[src/rtl/mips_pkg.sv]
// Shared constants and helpers for the MIPS instruction-fetch front end.
package mips_pkg;

  localparam int unsigned INST_W     = 32;
  localparam int unsigned DEF_ADDR_W = 32;
  localparam int unsigned PC_STEP    = 4;

  // Bits needed to hold values 0 .. value-1 (minimum 0).
  function automatic int unsigned clog2(input int unsigned value);
    int unsigned res;
    res = 0;
    while ((64'd1 << res) < 64'(value)) res = res + 1;
    return res;
  endfunction

endpackage

[src/rtl/mips_ifetch_fifo.sv]
// In-order prefetch queue with a registered head entry so the consumer side
// sees only flops; flush drops every entry in one cycle.
module mips_ifetch_fifo
  import mips_pkg::*;
#(
  parameter int unsigned  DEPTH    = 4,
  parameter int unsigned  W        = 64,
  parameter logic [W-1:0] RST_HEAD = '0
) (
  input  logic                        clk,
  input  logic                        rst_n,
  input  logic                        i_push,
  input  logic [W-1:0]                i_data,
  input  logic                        i_pop,
  input  logic                        i_flush,
  output logic [W-1:0]                o_head,
  output logic [clog2(DEPTH+1)-1:0]   o_count,
  output logic                        o_empty
);

  localparam int unsigned CNT_W = clog2(DEPTH + 1);
  localparam int unsigned PTR_W = clog2(DEPTH);

  logic [W-1:0]     r_mem [DEPTH];
  logic [PTR_W-1:0] r_wr_ptr;
  logic [PTR_W-1:0] r_rd_ptr;
  logic [CNT_W-1:0] r_count;
  logic             r_valid;
  logic [W-1:0]     r_head;

  logic             w_do_push;
  logic             w_do_pop;
  logic [PTR_W-1:0] w_rd_ptr_nxt;
  logic [CNT_W-1:0] w_left;
  logic [CNT_W-1:0] w_count_nxt;
  logic [W-1:0]     w_head_nxt;

  // Next head: bypass the incoming word when nothing older remains.
  always_comb begin
    w_do_pop     = i_pop & r_valid;
    w_do_push    = i_push & ((r_count != CNT_W'(DEPTH)) | w_do_pop);
    w_rd_ptr_nxt = r_rd_ptr + PTR_W'(w_do_pop);
    w_left       = r_count - CNT_W'(w_do_pop);
    w_count_nxt  = w_left + CNT_W'(w_do_push);
    w_head_nxt   = (w_left == '0) ? i_data : r_mem[w_rd_ptr_nxt];
  end

  always_ff @(posedge clk or negedge rst_n) begin
    if (!rst_n) begin
      r_wr_ptr <= '0;
      r_rd_ptr <= '0;
      r_count  <= '0;
      r_valid  <= 1'b0;
      r_head   <= RST_HEAD;
    end else if (i_flush) begin
      r_wr_ptr <= '0;
      r_rd_ptr <= '0;
      r_count  <= '0;
      r_valid  <= 1'b0;
    end else begin
      if (w_do_push) r_wr_ptr <= r_wr_ptr + PTR_W'(1);
      r_rd_ptr <= w_rd_ptr_nxt;
      r_count  <= w_count_nxt;
      r_valid  <= (w_count_nxt != '0);
      if (w_count_nxt != '0) r_head <= w_head_nxt;
    end
  end

  always_ff @(posedge clk) begin
    if (w_do_push && !i_flush) r_mem[r_wr_ptr] <= i_data;
  end

  assign o_head  = r_head;
  assign o_count = r_count;
  assign o_empty = ~r_valid;

endmodule

[src/rtl/mips_ifetch.sv]
// Instruction-fetch front end: credit-limited request issue to a variable
// latency memory, in-order prefetch queue, and redirect with stale-response drop.
module mips_ifetch
  import mips_pkg::*;
#(
  parameter int unsigned       ADDR_W   = DEF_ADDR_W,
  parameter int unsigned       DEPTH    = 4,
  parameter logic [ADDR_W-1:0] RESET_PC = '0
) (
  input  logic              clk,
  input  logic              rst_n,
  output logic              imem_req,
  output logic [ADDR_W-1:0] imem_addr,
  input  logic              imem_gnt,
  input  logic              imem_rvalid,
  input  logic [INST_W-1:0] imem_rdata,
  input  logic              redirect,
  input  logic [ADDR_W-1:0] redirect_pc,
  output logic              inst_valid,
  output logic [INST_W-1:0] inst,
  output logic [ADDR_W-1:0] inst_pc,
  input  logic              inst_ready
);

  localparam int unsigned CNT_W = clog2(DEPTH + 1);
  localparam int unsigned SUM_W = CNT_W + 1;
  localparam int unsigned ENT_W = ADDR_W + INST_W;

  logic [ADDR_W-1:0] r_fetch_pc;
  logic [ADDR_W-1:0] r_resp_pc;
  logic [CNT_W-1:0]  r_outstanding;
  logic [CNT_W-1:0]  r_discard;

  logic [ADDR_W-1:0] w_redir_pc;
  logic [CNT_W-1:0]  w_count;
  logic [CNT_W-1:0]  w_out_nxt;
  logic              w_credit;
  logic              w_grant;
  logic              w_resp;
  logic              w_push;
  logic              w_pop;
  logic              w_empty;
  logic [ENT_W-1:0]  w_head;

  // Queue space is reserved at issue, so in-flight plus queued never exceeds DEPTH.
  always_comb begin
    w_credit   = (({1'b0, r_outstanding} + {1'b0, w_count}) < SUM_W'(DEPTH));
    w_grant    = imem_req & imem_gnt;
    w_resp     = imem_rvalid & (r_outstanding != '0);
    w_out_nxt  = r_outstanding + CNT_W'(w_grant) - CNT_W'(w_resp);
    w_push     = w_resp & ~redirect & (r_discard == '0);
    w_pop      = inst_ready & ~redirect;
    w_redir_pc = redirect_pc & ~ADDR_W'(3);
  end

  assign imem_req  = rst_n & ~redirect & w_credit;
  assign imem_addr = r_fetch_pc;

  // Redirect reloads both PCs and marks every still-in-flight word as stale.
  always_ff @(posedge clk or negedge rst_n) begin
    if (!rst_n) begin
      r_fetch_pc    <= RESET_PC;
      r_resp_pc     <= RESET_PC;
      r_outstanding <= '0;
      r_discard     <= '0;
    end else begin
      r_outstanding <= w_out_nxt;
      if (redirect) begin
        r_fetch_pc <= w_redir_pc;
        r_resp_pc  <= w_redir_pc;
        r_discard  <= w_out_nxt;
      end else begin
        if (w_grant) r_fetch_pc <= r_fetch_pc + ADDR_W'(PC_STEP);
        if (w_resp) begin
          if (r_discard != '0) r_discard <= r_discard - CNT_W'(1);
          else                 r_resp_pc <= r_resp_pc + ADDR_W'(PC_STEP);
        end
      end
    end
  end

  mips_ifetch_fifo #(
    .DEPTH    (DEPTH),
    .W        (ENT_W),
    .RST_HEAD ({RESET_PC, {INST_W{1'b0}}})
  ) u_fifo (
    .clk     (clk),
    .rst_n   (rst_n),
    .i_push  (w_push),
    .i_data  ({r_resp_pc, imem_rdata}),
    .i_pop   (w_pop),
    .i_flush (redirect),
    .o_head  (w_head),
    .o_count (w_count),
    .o_empty (w_empty)
  );

  assign inst_valid = ~w_empty;
  assign inst       = w_head[INST_W-1:0];
  assign inst_pc    = w_head[ENT_W-1:INST_W];

endmodule

[config.mk]
export PLATFORM = sky130hd
export DESIGN_NAME = mips_ifetch
export DESIGN_NICKNAME = d
export VERILOG_FILES = /design/src/rtl/mips_pkg.sv /design/src/rtl/mips_ifetch_fifo.sv /design/src/rtl/mips_ifetch.sv
export SDC_FILE = /design/constraint.sdc
export NUM_CORES = 1
export LEC_CHECK = 0
export CAP_MARGIN = 20
export CORE_MARGIN = 4
export CORE_UTILIZATION = 55
export DETAILED_ROUTE_END_ITERATION = 7
export PLACE_DENSITY = 0.78
export SLEW_MARGIN = 20
export SYNTH_ARGS = -nofsm -noshare
export SYNTH_HDL_FRONTEND = slang
export SYNTH_SLANG_ARGS = --single-unit
[constraint.sdc]
create_clock -name clk -period 5.6 [get_ports clk]
set_clock_uncertainty 0.2 [all_clocks]
set_input_delay 0.56 -clock clk [delete_from_list [all_inputs] [get_ports clk]]
set_output_delay 0.56 -clock clk [all_outputs]
set_load 0.01 [all_outputs]
==> results of run 1 <==
## logic make-up after synthesis
group                      count (synthesis)  share of synthesized area [%]
AOI/OAI and AO/OA                        148                           5.39
xor gates and xnor gates                  40                           2.26
adders and majority gates                 18                           1.45
buffers and inverters                     77                           2.12
DFF                                      384                           67.4
muxes                                    131                           13.0
other                                      1                         0.0233
and+or+nand+nor                          271                           8.38
## layout make-up
type,instances,area (µm²)
clock buffers,53,1110
inverters,21,78.8
multi-input cells,612,4980
fillers,1956,9260
well taps,384,480
repair buffers,176,1810
clock inverters,21,199
flip-flops and latches,384,10900
## worst register-to-register path: cells and delay by family, from the launching register on
family / cells / cell delay [ns]
flops: 1 / 0.36
compound gates: 2 / 0.72
buf+inv: 1 / 0.11
simple gates: 5 / 1.41
fa+ha+maj: 3 / 0.60
xor+xnor: 1 / 0.31
## power by group through the flow
stage	Clock, mW	Sequential [mW]	Combinational, mW
CTS	2.66	3.66	2.30
global route	2.80	3.69	2.50
floorplan	0	3.76	1.23
finish	2.61	3.66	2.27
detailed placement	0	3.71	2.28
global placement	0	3.69	2.22
## registers in the layout, summed over array words and instances, names as in the netlist
signal,cells
r_discard,3
r_resp_pc,30
u_fifo.r_rd_ptr,2
u_fifo.r_mem,248
u_fifo.r_wr_ptr,2
r_outstanding,3
u_fifo.o_count,3
imem_addr,30
u_fifo.r_valid,1
u_fifo.o_head,62
## routing by layer
layer	global-route usage [%]	wire [µm]	share of wire, %
met1	31.3	15100	44
met2	34.6	16400	48
met3	3.86	2190	6.4
met4	4.73	535	1.6
met5	0	0	0
## path summary, 6_finish.rpt
kind	end	depth (start not counted)
max in group asynchronous	imem_addr[11]	3
hold reg to reg	u_fifo.o_head[47]	2
setup reg to reg	u_fifo.o_head[59]	12
setup / recovery	r_discard[2]	12
min in group asynchronous	u_fifo.o_head[12]	2
hold / removal	u_fifo.r_rd_ptr[0]	2
## cells in the mapped netlist (2+ instances only)
cell type                    n
sky130_fd_sc_hd__nand2_1   124
sky130_fd_sc_hd__xnor2_1    25
sky130_fd_sc_hd__clkbuf_1   34
sky130_fd_sc_hd__nor2_1     22
sky130_fd_sc_hd__nand3b_1    2
sky130_fd_sc_hd__and3_2      2
sky130_fd_sc_hd__nor4_1     10
sky130_fd_sc_hd__and4_1      7
sky130_fd_sc_hd__nand2b_1    4
sky130_fd_sc_hd__nand3_1    23
sky130_fd_sc_hd__xor2_1     14
sky130_fd_sc_hd__a41oi_1     2
sky130_fd_sc_hd__ha_1       17
sky130_fd_sc_hd__buf_2      11
sky130_fd_sc_hd__buf_4       4
sky130_fd_sc_hd__nand3_2     2
sky130_fd_sc_hd__and3_1     14
sky130_fd_sc_hd__mux2_2      3
sky130_fd_sc_hd__edfxtp_1  248
sky130_fd_sc_hd__a21oi_1     7
sky130_fd_sc_hd__a22oi_1     2
sky130_fd_sc_hd__a31oi_1     5
sky130_fd_sc_hd__dfrtp_1   136
sky130_fd_sc_hd__nor2b_1     4
sky130_fd_sc_hd__o21ai_0    99
sky130_fd_sc_hd__inv_1      20
sky130_fd_sc_hd__buf_1       3
sky130_fd_sc_hd__nand4_1    17
sky130_fd_sc_hd__nor3_1     20
sky130_fd_sc_hd__buf_6       3
sky130_fd_sc_hd__o311ai_0    5
sky130_fd_sc_hd__a211o_1     2
sky130_fd_sc_hd__mux4_2     62
sky130_fd_sc_hd__mux2i_1    66
sky130_fd_sc_hd__o211ai_1   10
sky130_fd_sc_hd__a21boi_0    6
sky130_fd_sc_hd__and2_1     10
sky130_fd_sc_hd__a211oi_1    2
==> results.ini, run 1 <==
[outcome]
run_status = completed

[flow_run]
maxCapViolCount = 0

[final_layout]
share_of_final_layout_standard_cells_stronger_than_drive_strength_1_pct = 12.5
instances_no_fill = 1651
final_core_util_pct = 67.8
antenna_diode_count = 0
areaGrowthSynthToFinish_pct = 21.2
finalInstanceArea_mm2 = 0.0195
layout.cells.most_common = sky130_fd_sc_hd__edfxtp_1
design.final.nets = 1323
most_frequent_cells_in_the_layout = sky130_fd_sc_hd__edfxtp_1 (248), sky130_fd_sc_hd__clkdlybuf4s50_1 (159), sky130_fd_sc_hd__dfrtp_1 (136)

[drt]
route.detailed.wl_per_inst_um = 20.7
initialDrtViolationCount = 788
detailedRoute.firstPassIterationCount = 5
routed_vias_inst = 5.89
postRouteAntennaNets = 0
route.detailed.drc = 0
vias = 9723
wl_mm = 34.2

[logic_synthesis]
synth-edff-count = 248
ys_dominant_reg_cell = sky130_fd_sc_hd__edfxtp_1
yosysSeqAreaShare_pct = 67.4
synth_cells = 1070
synthDistinctLibCells = 61
post_synth_instance_area_mm2 = 0.0161
synthDominantCellAreaShare_pct = 46.3
ys_ff_latch = 384
synth_top_cell_by_area = sky130_fd_sc_hd__edfxtp_1
synthesis.area_per_instance_um2 = 15.0
ys.warnings.count = 0
async_set_reset_flop_share_out_of_synthesis_pct = 35.4
netlist_top_cells_area = sky130_fd_sc_hd__edfxtp_1 (46%), sky130_fd_sc_hd__dfrtp_1 (21%), sky130_fd_sc_hd__mux4_2 (8.7%)

[power]
comb_power_share_pct = 26.6
leakage_power_total_nw = 7.27
total_power_mw = 8.54
max-vdd-ir-drop_mv = 0.276
power_frac_clock_pct = 30.6
p_per_area_mw_per_mm2 = 437
power_report.internal_total_mw = 6.07
power.net_switching_mw = 2.47
power.share.sequential_pct = 42.8
switching_share_pct = 28.9

[worst_setup_path]
launch_point_of_the_worst_path = rst_n
worst_path_largest_cell_delay_ns = 0.55
worst-path-max-fanout = 66
timing.critical_path.mode_cell = sky130_fd_sc_hd__ha_1
critPathSlowestCell = sky130_fd_sc_hd__dlygate4sd3_1
critical_path_buffers_and_inverters = 4
end_kind = flop
worst_path_dominant_cell_family = buffers and inverters
critPathArrivalTime_ns = 4.13
r2r_slack_ns = 1.72
r2r-start = r_discard[0]
worstPathCellList = dlygate4sd3_1 > buf_6 > nor3b_4 > and4_1 > inv_2 > ha_1 > inv_1 > ha_1 > fa_1 > xnor2_1 > nand2_1 > o21ai_0
worstSetupStartpointType = input port
timing.critical_path.required_ns = 5.84
worst-setup-path-type = input port to flop

[sta]
setup_repair_after_global_routing_missed_its_margin = false
worst_slack_on_hold_paths_ns = 0.164
max-slew-margin-rel_pct = 37.3
worstMarginPinSlew_ns = 0.941
final-setup-viol-count = 0
layout_setup_ws_ns = 1.71
slew_viol_final = 0
final.period_utilization_pct = 69.5
finalHoldViolations = 0
achievable-frequency_ghz = 0.257
final.setup.tns_ns = 0
fin_crit_ns = 3.89

[cts]
max-clock-path-buffers = 3
cts.repair_timing.setup_buffer_count = 0
clkTransAtPathRegs_ns = 0.06
clock_tree.htree_level_count = 2
tritoncts = done
cts-buffers-inserted = 40
clkLatencyLatePin_ns = 0.53
clockRootBuffer = sky130_fd_sc_hd__clkbuf_16
cts.sinks = 384
cts_resized = 0
cts-hold-fix-buffers = 1

[grt]
grt_start_max_net_pins = 126
initial_antenna_violation_count = 0
grt_pass1_wl_mm = 53.9
overflow = 0
grt.total_usage_pct = 21.5
grt_pass1_vias = 9818

[min_path]
holdCritStartpoint = redirect
worstHoldPathType = input port to flop

[die]
boundaryPins = 168
initial_core_util_pct = 55.9
coreArea_mm2 = 0.0288
floorplan.die.height_um = 179
die-width_um = 179
fp.dieArea_mm2 = 0.0321
num_rows = 62

[placement]
dpl.hpwl_mm = 21.1
placed_area_mm2 = 0.0182
placed_cells_incl_taps = 1576
buffer_ports.inserted = 161
gp_congestion = 0.823
dp_slack_ns = 1.18

Note: power is estimated with default switching activity, not from simulation.
==> run 2, diff against run 1 <==
Settings changed: CORE_UTILIZATION 55 to 51, PLACE_DENSITY 0.78 to 0.76.
Clock period 5.6 ns to 3.5 ns, I/O delays scaled along.
==> results.ini, run 2 (synthesized netlist as in run 1, its figures left out) <==
[sta]
final.period_utilization_pct = 88.1
finalHoldViolations = 0  ; unchanged
final.setup.tns_ns = 0  ; unchanged
final-setup-viol-count = 0  ; unchanged
setup_repair_after_global_routing_missed_its_margin = false
fin_crit_ns = 3.08
layout_setup_ws_ns = 0.415  ; -1.29 ns
worstMarginPinSlew_ns = 0.988  ; +0.0472 ns
slew_viol_final = 0  ; unchanged
achievable-frequency_ghz = 0.324
max-slew-margin-rel_pct = 34.1  ; -3.1 points

[final_layout]
most_frequent_cells_in_the_layout = sky130_fd_sc_hd__edfxtp_1 (248), sky130_fd_sc_hd__clkdlybuf4s50_1 (159), sky130_fd_sc_hd__dfrtp_1 (136)
multi_input_comb_area_mm2 = 0.00497  ; -0.30%
design.final.nets = 1337  ; +1.1%
register_with_the_highest_flop_count = u_fifo.r_mem
seqCellArea_mm2 = 0.0109  ; unchanged
antenna_diode_count = 0  ; unchanged
share_of_final_layout_standard_cells_stronger_than_drive_strength_1_pct = 13.8  ; +1.3 points
layout.cells.most_common = sky130_fd_sc_hd__edfxtp_1
final.fill_count = 2236  ; +14%
areaGrowthSynthToFinish_pct = 22.2
largest_register_ffs = 248  ; unchanged
finalInstanceArea_mm2 = 0.0197  ; +0.81%

[die]
initial_core_util_pct = 52.2  ; -3.7 points
boundaryPins = 168  ; unchanged
fp.dieArea_mm2 = 0.0345  ; +7.5%
die-width_um = 186  ; +3.7%
coreArea_mm2 = 0.0308  ; +7.1%
num_rows = 64  ; +3.2%
floorplan.die.height_um = 186  ; +3.7%

[worst_setup_path]
critPathSlowestCell = sky130_fd_sc_hd__dfrtp_1
critPathArrivalTime_ns = 3.27  ; -0.86 ns
end_kind = flop
worstPathCellList = inv_1 > ha_1 > nor2b_1 > buf_4 > nand2_1 > a311oi_2 > ha_1 > ha_1 > xnor3_1 > nand2_1 > nand2_4 > buf_4 > nand2_1 > o21ai_0
critical_path_buffers_and_inverters = 3  ; -1
worst_path_largest_cell_delay_ns = 0.35  ; -0.20 ns
timing.critical_path.required_ns = 3.68  ; -2.16 ns
worst-path-max-fanout = 34  ; -48%
worst-setup-path-type = flop to flop
worstSetupStartpointType = flop
worst_path_dominant_cell_family = adder cells

[placement]
placed_area_mm2 = 0.0183  ; +0.86%
gp_congestion = 0.840  ; +2.0%
dpl.hpwl_mm = 22.0  ; +4.1%
dp_slack_ns = 0.195  ; -0.987 ns
buffer_ports.inserted = 161  ; unchanged

[cts]
clkTransAtPathRegs_ns = 0.06  ; about the same
max-clock-path-buffers = 3  ; unchanged
tritoncts = done
cts.repair_timing.setup_buffer_count = 0  ; unchanged
clock_tree.htree_level_count = 2  ; unchanged
cts.sinks = 384  ; unchanged
clkLatencyLatePin_ns = 0.53  ; about the same
cts-buffers-inserted = 40  ; unchanged
clockRootBuffer = sky130_fd_sc_hd__clkbuf_16

[grt]
grt_start_max_net_pins = 77  ; -39%
initial_antenna_violation_count = 0  ; unchanged
overflow = 0  ; unchanged
grt.total_usage_pct = 20.4  ; -1.1 points
grt_pass1_wl_mm = 55.7  ; +3.4%
grt_pass1_vias = 10100  ; +3.0%

[drt]
vias = 9703  ; -0.21%
postRouteAntennaNets = 0  ; unchanged
routed_vias_inst = 5.79  ; -1.8%
route.detailed.wl_per_inst_um = 20.6  ; -0.33%
initialDrtViolationCount = 721  ; -8.5%
route.detailed.drc = 0  ; unchanged
wl_mm = 34.6  ; +1.2%
detailedRoute.firstPassIterationCount = 4  ; -1

[outcome]
run_status = completed

[power]
max-vdd-ir-drop_mv = 0.480  ; +74%
leakage_power_total_nw = 7.36  ; +1.1%
total_power_mw = 13.7  ; +61%
p_per_area_mw_per_mm2 = 697  ; +59%

[min_path]
worstHoldPathType = input port to asynchronous set/reset pin

[flow_run]
maxCapViolCount = 0  ; unchanged

==> run 2: worst paths after layout <==
path | end | startpoint | slack (ns) | cells past startpoint
setup / recovery | u_fifo.o_head[31] | r_discard[0] | 0.42 | 14
hold / removal | u_fifo.o_head[11] | rst_n | 0.05 | 2
setup reg to reg | u_fifo.o_head[31] | r_discard[0] | 0.42 | 14
hold reg to reg | u_fifo.o_head[2] | u_fifo.o_head[2] | 0.28 | 2
max in group asynchronous | imem_addr[23] | rst_n | 1.81 | 3
min in group clk | imem_addr[18] | redirect_pc[18] | 0.24 | 3
==> run 2: cell type report <==
cell class                      count  share of cell area, %
Multi-Input combinational cell    612                   25.3
Timing Repair Buffer              190                   10.0
Clock inverter                     24                   1.23
Sequential cell                   384                   55.1
Tap cell                          396                   2.52
Clock buffer                       50                   5.44
Inverter                           21                  0.401
==> run 2: what timing repair did <==
action | 4_1_cts | 5_1_grt
gates resized for setup | 0 | 0
hold buffers | 2 | 0
hold endpoints to repair | 62 | 0
==> run 2: power breakdown <==
group	leakage [nW]	internal (mW)	switching, mW
clock network	0.628	2.48	1.71
logic	2.82	1.85	1.83
registers	3.91	5.44	0.410
total	7.36	9.76	3.95
==> run 2: through the flow <==
step	hold WS (ns)	cells	util (%)
floorplan	-0.146	1073	-
global placement	0.0102	1601	59.5
detailed placement	0.0128	1601	59.5
CTS	0.0289	1677	63.8
global route	0.0411	1677	63.8
finish	0.0469	1677	63.8
==> run 2: routing by layer <==
| metal | routed length, µm | share of wire [%] | vias up | global-route usage [%] |
|---|---|---|---|---|
| met4 | 726 | 2.1 | 0 | 4.98 |
| met2 | 16300 | 47 | 355 | 32.2 |
| li1 | - | - | 4429 | - |
| met1 | 15500 | 45 | 4862 | 30.0 |
| met5 | 0 | 0 | - | 0 |
| met3 | 2070 | 6.0 | 57 | 3.58 |
==> run 3, diff against run 2 <==
Settings changed: CORE_UTILIZATION 51 to 35, PLACE_DENSITY 0.76 to 0.56.
==> results.ini, run 3 (synthesized netlist as in run 1, its figures left out) <==
[outcome]
run_status = completed

[grt]
grtUsageMet1_pct = 21.0  ; -9.1 points
initial_antenna_violation_count = 0  ; unchanged
globalRoute.busiestLayer = met2
grt_pass1_wl_mm = 57.8  ; +3.9%
global_route.usage.met3_pct = 2.96  ; -0.62 points
grt.total_usage_pct = 14.8  ; -5.6 points
overflow = 0  ; unchanged
groute.layer.met2.usage_pct = 23.4  ; -8.7 points
grt_pass1_vias = 9820  ; -2.9%
grt_start_max_net_pins = 137  ; +78%

[final_layout]
share_of_final_layout_standard_cells_stronger_than_drive_strength_1_pct = 14.0  ; +0.17 points
largest_register_ffs = 248  ; unchanged
finalInstanceArea_mm2 = 0.0200  ; +1.7%
areaGrowthSynthToFinish_pct = 24.3
antenna_diode_count = 0  ; unchanged
register_with_the_highest_flop_count = u_fifo.r_mem
design.final.nets = 1343  ; +0.45%
most_frequent_cells_in_the_layout = sky130_fd_sc_hd__edfxtp_1 (248), sky130_fd_sc_hd__clkdlybuf4s50_1 (159), sky130_fd_sc_hd__dfrtp_1 (136)
layout.cells.most_common = sky130_fd_sc_hd__edfxtp_1

[drt]
initialDrtViolationCount = 660  ; -8.5%
wl_mm = 37.0  ; +7.0%
postRouteAntennaNets = 0  ; unchanged
route.detailed.drc = 0  ; unchanged
vias = 9560  ; -1.5%
detailedRoute.firstPassIterationCount = 5  ; +1
route.detailed.wl_per_inst_um = 19.6  ; -4.9%
routed_vias_inst = 5.07  ; -12%

[cts]
tritoncts = done
cts.repair_timing.setup_buffer_count = 0  ; unchanged
cts-buffers-inserted = 41  ; +2.5%
clkLatencyLatePin_ns = 0.54  ; about the same
clkTransAtPathRegs_ns = 0.06  ; about the same
max-clock-path-buffers = 3  ; unchanged
cts_resized = 0  ; unchanged
cts.sinks = 384  ; unchanged
clockRootBuffer = sky130_fd_sc_hd__clkbuf_16
clock_tree.htree_level_count = 2  ; unchanged

[sta]
setup_repair_after_global_routing_missed_its_margin = false
final.period_utilization_pct = 84.3  ; -3.8 points
final-setup-viol-count = 0  ; unchanged
slew_viol_final = 0  ; unchanged
finalHoldViolations = 0  ; unchanged
fin_crit_ns = 2.95  ; -0.134 ns
worstMarginPinSlew_ns = 0.832  ; -0.156 ns
final.setup.tns_ns = 0  ; unchanged
max-slew-margin-rel_pct = 44.5  ; +10 points
achievable-frequency_ghz = 0.339  ; +4.6%
layout_setup_ws_ns = 0.549  ; +0.134 ns

[worst_setup_path]
worstSetupStartpointType = flop
end_kind = flop
worst-path-max-fanout = 26  ; -24%
r2r-start = r_discard[0]
launch_point_of_the_worst_path = r_discard[0]
critPathArrivalTime_ns = 3.16  ; -0.11 ns
worst-setup-path-type = flop to flop
timing.critical_path.required_ns = 3.71  ; +0.03 ns

[min_path]
worstHoldPathType = input port to flop
holdCritStartpoint = redirect

[die]
num_rows = 78  ; +22%
fp.dieArea_mm2 = 0.0495  ; +44%
initial_core_util_pct = 35.5  ; -17 points
coreArea_mm2 = 0.0454  ; +47%
boundaryPins = 168  ; unchanged
floorplan.die.height_um = 222  ; +20%
die-width_um = 222  ; +20%

[power]
total_power_mw = 13.8  ; +0.38%
p_per_area_mw_per_mm2 = 688  ; -1.3%
leakage_power_total_nw = 7.41  ; +0.69%
max-vdd-ir-drop_mv = 0.321  ; -33%

[placement]
buffer_ports.inserted = 161  ; unchanged
dp_slack_ns = 0.181  ; -0.0137 ns
placed_area_mm2 = 0.0187  ; +2.0%
gp_congestion = 0.841  ; +0.20%
dpl.hpwl_mm = 24.2  ; +10%

[flow_run]
maxCapViolCount = 0  ; unchanged

==> run 3: stage by stage <==
step | util, % | cells | hold slack (ns)
finish | 44.1 | 1887 | 0.121
global route | 44.1 | 1887 | 0.130
CTS | 44.1 | 1887 | 0.0857
detailed placement | 41.2 | 1811 | 0.269
global placement | 41.2 | 1811 | 0.260
floorplan | - | 1073 | -0.146
==> run 3: timing repair <==
action,in CTS,in global routing
hold buffers,1,0
setup endpoints to repair,0,0
hold endpoints to repair,136,0
==> run 3: critical path, cell delays in order (launching register included) <==
cell and delay, ns:
sky130_fd_sc_hd__dfrtp_1 0.35, sky130_fd_sc_hd__inv_1 0.11, sky130_fd_sc_hd__ha_1 0.19, sky130_fd_sc_hd__nor2b_1 0.16
sky130_fd_sc_hd__nand2_1 0.11, sky130_fd_sc_hd__a311oi_2 0.33, sky130_fd_sc_hd__ha_1 0.21, sky130_fd_sc_hd__ha_1 0.16
sky130_fd_sc_hd__xnor3_1 0.32, sky130_fd_sc_hd__nand2_1 0.12, sky130_fd_sc_hd__nand2_4 0.12, sky130_fd_sc_hd__buf_4 0.27
sky130_fd_sc_hd__nand2_1 0.08, sky130_fd_sc_hd__o21ai_0 0.08
==> run 3: where the power goes <==
group	internal (mW)	switching, mW
Clock	2.41	1.75
Sequential	5.44	0.413
Combinational	1.92	1.84
==> run 3: worst paths after layout <==
path | slack (ns) | cells after the start | endpoint
hold / removal | 0.12 | 3 | u_fifo.o_count[0]
setup reg to reg | 0.55 | 13 | u_fifo.o_head[9]
max in group asynchronous | 2.14 | 3 | u_fifo.o_head[30]
hold reg to reg | 0.27 | 2 | u_fifo.o_head[23]
min in group asynchronous | 0.31 | 3 | imem_addr[26]
setup / recovery | 0.55 | 13 | u_fifo.o_head[9]
==> run 3: layer usage <==
| metal | vias up | part of all wire [%] |
|---|---|---|
| met3 | 54 | 5.2 |
| li1 | 4433 | - |
| met2 | 257 | 46 |
| met1 | 4816 | 46 |
| met5 | - | 0 |
| met4 | 0 | 2.2 |
==> run 3: layout make-up <==
class                      count  area [µm²]
timing repair buffer         195        2070
clock buffer                  57        1170
inverter                      21        78.8
fill                        4102       25400
multi-input combinational    612        4970
tap                          600         751
sequential                   384       10900
clock inverter                18         128
